**src/rtl/axis_hbin2.sv**
```systemverilog
// rtl/axis_hbin2.sv - AXI-Stream horizontal 2:1 pixel binning stage
// Adjacent pixel pairs in a line are averaged into one output pixel; user/last markers are preserved.
module axis_hbin2 #(
  parameter int PIXEL_BITS = 8,
  parameter int ROUND      = 1,
  parameter int CNT_BITS   = 16
) (
  input  logic                  clk_i,
  input  logic                  rst_i,
  input  logic [PIXEL_BITS-1:0] axis_s_data_i,
  input  logic                  axis_s_valid_i,
  output logic                  axis_s_ready_o,
  input  logic                  axis_s_last_i,
  input  logic                  axis_s_user_i,
  output logic [PIXEL_BITS-1:0] axis_m_data_o,
  output logic                  axis_m_valid_o,
  input  logic                  axis_m_ready_i,
  output logic                  axis_m_last_o,
  output logic                  axis_m_user_o,
  output logic [CNT_BITS-1:0]   drop_cnt_o
);

  typedef enum logic {ST_EMPTY, ST_HOLD} state_e;

  localparam logic [PIXEL_BITS:0] RND = {{PIXEL_BITS{1'b0}}, (ROUND != 0)};

  state_e                state_q, state_d;
  logic [PIXEL_BITS-1:0] hold_data_q, hold_data_d;
  logic                  hold_user_q, hold_user_d;
  logic [PIXEL_BITS-1:0] m_data_q, m_data_d;
  logic                  m_valid_q, m_valid_d;
  logic                  m_last_q, m_last_d;
  logic                  m_user_q, m_user_d;
  logic [CNT_BITS-1:0]   drop_cnt_q, drop_cnt_d;

  logic                  accept;
  logic [PIXEL_BITS:0]   sum;

  assign axis_s_ready_o = !rst_i && (!m_valid_q || axis_m_ready_i);
  assign accept         = axis_s_valid_i && axis_s_ready_o;
  assign sum            = {1'b0, hold_data_q} + {1'b0, axis_s_data_i} + RND;

  always_comb begin
    state_d     = state_q;
    hold_data_d = hold_data_q;
    hold_user_d = hold_user_q;
    m_data_d    = m_data_q;
    m_valid_d   = m_valid_q;
    m_last_d    = m_last_q;
    m_user_d    = m_user_q;
    drop_cnt_d  = drop_cnt_q;

    if (m_valid_q && axis_m_ready_i) begin
      m_valid_d = 1'b0;
    end

    if (accept) begin
      if (state_q == ST_HOLD && !axis_s_user_i) begin
        m_data_d  = sum[PIXEL_BITS:1];
        m_last_d  = axis_s_last_i;
        m_user_d  = hold_user_q;
        m_valid_d = 1'b1;
        state_d   = ST_EMPTY;
      end else begin
        // A start-of-frame arriving mid-pair orphans the held pixel.
        if (state_q == ST_HOLD && drop_cnt_q != {CNT_BITS{1'b1}}) begin
          drop_cnt_d = drop_cnt_q + CNT_BITS'(1);
        end
        if (axis_s_last_i) begin
          m_data_d  = axis_s_data_i;
          m_last_d  = 1'b1;
          m_user_d  = axis_s_user_i;
          m_valid_d = 1'b1;
          state_d   = ST_EMPTY;
        end else begin
          hold_data_d = axis_s_data_i;
          hold_user_d = axis_s_user_i;
          state_d     = ST_HOLD;
        end
      end
    end
  end

  always_ff @(posedge clk_i) begin
    if (rst_i) begin
      state_q     <= ST_EMPTY;
      hold_data_q <= '0;
      hold_user_q <= 1'b0;
      m_data_q    <= '0;
      m_valid_q   <= 1'b0;
      m_last_q    <= 1'b0;
      m_user_q    <= 1'b0;
      drop_cnt_q  <= '0;
    end else begin
      state_q     <= state_d;
      hold_data_q <= hold_data_d;
      hold_user_q <= hold_user_d;
      m_data_q    <= m_data_d;
      m_valid_q   <= m_valid_d;
      m_last_q    <= m_last_d;
      m_user_q    <= m_user_d;
      drop_cnt_q  <= drop_cnt_d;
    end
  end

  assign axis_m_data_o  = m_data_q;
  assign axis_m_valid_o = m_valid_q;
  assign axis_m_last_o  = m_last_q;
  assign axis_m_user_o  = m_user_q;
  assign drop_cnt_o     = drop_cnt_q;

endmodule

```
**config.mk**
```make
export PLATFORM = sky130hd
export DESIGN_NAME = axis_hbin2
export DESIGN_NICKNAME = d
export VERILOG_FILES = /design/src/rtl/axis_hbin2.sv
export SDC_FILE = /design/constraint.sdc
export NUM_CORES = 1
export LEC_CHECK = 0
export BUFFER_PORTS_ARGS = -buffer_cell sky130_fd_sc_hd__buf_4
export CAP_MARGIN = 5
export CORE_MARGIN = 2
export CORE_UTILIZATION = 53
export DETAILED_ROUTE_END_ITERATION = 10
export GPL_TIMING_DRIVEN = 0
export PLACE_DENSITY = 0.76
export SYNTH_ARGS = -nofsm -noshare
export SYNTH_HDL_FRONTEND = slang
export SYNTH_SLANG_ARGS = --single-unit
```
**constraint.sdc**
```tcl
create_clock -name clk_i -period 2.7 [get_ports clk_i]
set_clock_uncertainty 0.05 [all_clocks]
set_input_delay 0 -clock clk_i [delete_from_list [all_inputs] [get_ports clk_i]]
set_output_delay 0 -clock clk_i [all_outputs]
set_load 0.02 [all_outputs]
```
==> summary.txt <==
synthesized cell area -> 1908 µm²
final-stage net count -> 308
final setup TNS -> 0 ns
CP Data Arrival Time -> 2.34 ns
wirelength, routed -> 4489 µm
GR Util met2 -> 42.19%
worst-path fanout max -> 4
DRT iter0 DRCs -> 89
Peak Freq -> 460.2 MHz
Final min period -> 2.173 ns
Worst Setup End Kind -> flop
post-synthesis cell type count -> 40
Initial Util -> 56.29%
Global Route met3 Usage -> 5.810%
CP Class -> in2reg
area of the multi-input gates -> 1109 µm²
slew at the pin closest to its max-slew limit -> 0.5969 ns
RePlAce Congestion -> 0.8344
IO Port Bufs -> 41
Seq/Total Area, Yosys -> 38.82%
largest net degree at the start of global routing -> 11
final setup violation count -> 0
Synth-to-Final Area Change -> 28.00%
total gr overflow -> 0
CTS Root Cell -> clkbuf_4
Vias/cell -> 5.485
Seq cells post-synth -> 37
worst-skew pair later-pin latency -> 0.34 ns
worst reg2reg setup slack -> 0.57 ns
vias in the first global route -> 1751
DRT Pass-1 Iters -> 4
fill count -> 282
Slew Viols, Final -> 0
die area -> 4096 µm²
dominant synthesized flop cell -> dfxtp_1
Core Region -> 3390 µm²
Post-Layout Cell Count -> 332
Peak VDD IR -> 276.8 µV
critical path launch point type -> primary input
M1 GR Usage -> 27.81%
fin crit share -> 80.48%
global-route wire length before repair -> 7610 µm
placed cells -> 312
CTS clk-pin slew, worst paths -> 0.10 ns
Clock Path Buffers -> 2
# DRC -> 0
CTS Buf Count -> 5
Rel. slew slack -> 59.78%
unrepaired setup endpoints after global routing -> false
outcome -> finished clean
total area of sequential cells -> 740.7 µm²
Worst Path Required -> 2.87 ns
leakage -> 0.001008 µW
antenna viol nets, final -> 0
Post-synth EDFFs -> 0
# rows -> 21
cts repair resizes -> 0
Post-CTS Setup Bufs -> 0
FF-to-FF path depth -> 6
Top-Level Pins -> 42
All-Layer GR Usage -> 23.89%
GRT Max-Usage Layer -> met2
antenna violations before repair -> 0
Syn Nets -> 248
Syn Area/Cell -> 8.480 µm²
Die H -> 64 µm
via count -> 1821
Post-DP HPWL -> 3213 µm
Ant. Diodes -> 0
drt wl/cell -> 13.52 µm
Async S/R FF share, synth -> 0%
hold path depth -> 5
Fin. Hold Viols -> 0
Die X-Extent -> 64 µm
H-tree depth -> 2
min-delay worst type -> in2reg
PD cells -> 417.9 nW/µm²
CTS tree -> done
Syn Inst Count -> 225
Max-Cap Viols -> 0
# clock sinks -> 37
share of cells above drive strength 1 -> 19.23%
Ys Warns -> 0
final cells by class:
type                            instances  share of cell area, %
Timing Repair Buffer                   53                  17.52
Buffer                                  9                  1.486
Sequential cell                        37                  30.33
Tap cell                               46                  2.357
Clock buffer                            8                  1.998
Multi-Input combinational cell        173                  45.39
Inverter                                6                 0.9221
kinds of logic after synthesis:
family	synth area share, %
adder cells (fa/ha/maj)	6.295
AO/OA/AOI/OAI	16.39
buffers and inverters	3.082
flip-flops	38.82
XOR/XNOR	5.509
AND/OR/NAND/NOR	24.65
multiplexers	5.246
flip-flops by register name, indices dropped and copies added, names as in the netlist:
name	count
axis_m_last_o	1
hold_data_q	8
axis_m_valid_o	1
hold_user_q	1
axis_m_user_o	1
axis_m_data_o	8
drop_cnt_o	16
state_q	1
cell usage in the layout, fill, tap and decap left out, types with 2 or more instances in the layout:
cell type / instances
nor4_1: 6
nor2_1: 31
xor2_1: 3
clkbuf_1: 9
nand2b_1: 2
nor3_1: 6
a21oi_1: 14
a21o_1: 2
xnor2_1: 9
o211ai_1: 4
or4_1: 2
nand2_1: 23
a22oi_1: 3
or2_2: 2
o21ai_0: 9
o31a_1: 2
dlygate4sd3_1: 12
clkbuf_4: 5
mux2i_1: 10
or3_4: 2
a211oi_1: 4
buf_2: 2
dfxtp_1: 37
ha_1: 8
nor2b_1: 4
nand3_1: 9
inv_1: 6
and4_1: 4
nand4_1: 2
buf_4: 41
report_power, final:
| part | internal, µW | switching (µW) |
|---|---|---|
| clock | 104 | 180 |
| combinational | 77.7 | 87.1 |
| sequential | 562 | 9.96 |
| total | 743 | 277 |
cells in the mapped netlist (all sizes together) (3+ instances only):
master	n	area (µm²)
a211oi	5	42.54
a21oi	14	70.07
a22oi	3	22.52
and4	4	35.03
buf	3	13.76
clkbuf	6	22.52
dfxtp	37	740.7
ha	8	100.1
inv	6	22.52
mux2i	10	100.1
nand2	23	86.33
nand2b	3	26.27
nand3	9	45.04
nor2	31	116.4
nor2b	4	25.02
nor3	6	30.03
nor4	6	37.54
o211ai	4	30.03
o21ai	9	45.04
xnor2	9	78.83
xor2	3	26.28
layer usage:
layer | up-vias | part of all wire (%)
li1 | 924 | -
met1 | 848 | 46
met2 | 42 | 48
met3 | 7 | 4.4
met5 | - | 0
met4 | 0 | 1.5
worst max-delay path, stage by stage:
cell           delay [ns]
dlygate4sd3_1        0.55
buf_4                0.15
ha_1                 0.33
nor2b_1              0.17
o31a_1               0.27
o31a_1               0.28
a2111oi_0            0.52
a211oi_1             0.08
final timing paths:
path,start,endpoint
setup / recovery,axis_s_data_i[2],axis_m_data_o[7]
hold / removal,axis_s_valid_i,axis_m_data_o[1]
setup reg to reg,hold_data_q[2],axis_m_data_o[7]
hold reg to reg,axis_m_data_o[0],axis_m_data_o[0]
through the flow:
stage          total power, µW  cell area, µm²  util, %  setup slack (ns)  hold WS [ns]
6_report                  1021            2442    72.06            0.5269       0.08383
5_1_grt                   1072            2442    72.06            0.3451        0.1061
4_1_cts                   1027            2442    72.06            0.5475       0.07656
3_5_place_dp             734.2            2273    67.07            0.6344        0.2047
3_3_place_gp             730.9            2273    67.07            0.6328        0.1962
2_1_floorplan            673.8            1908        -            0.7099       0.07579
repair_timing:
| item | CTS | global route |
|---|---|---|
| endpoints found under the setup margin | 0 | 0 |
| endpoints found under the hold margin | 22 | 0 |
| hold buffers | 12 | 0 |
Note: power is estimated with default switching activity, not from simulation.
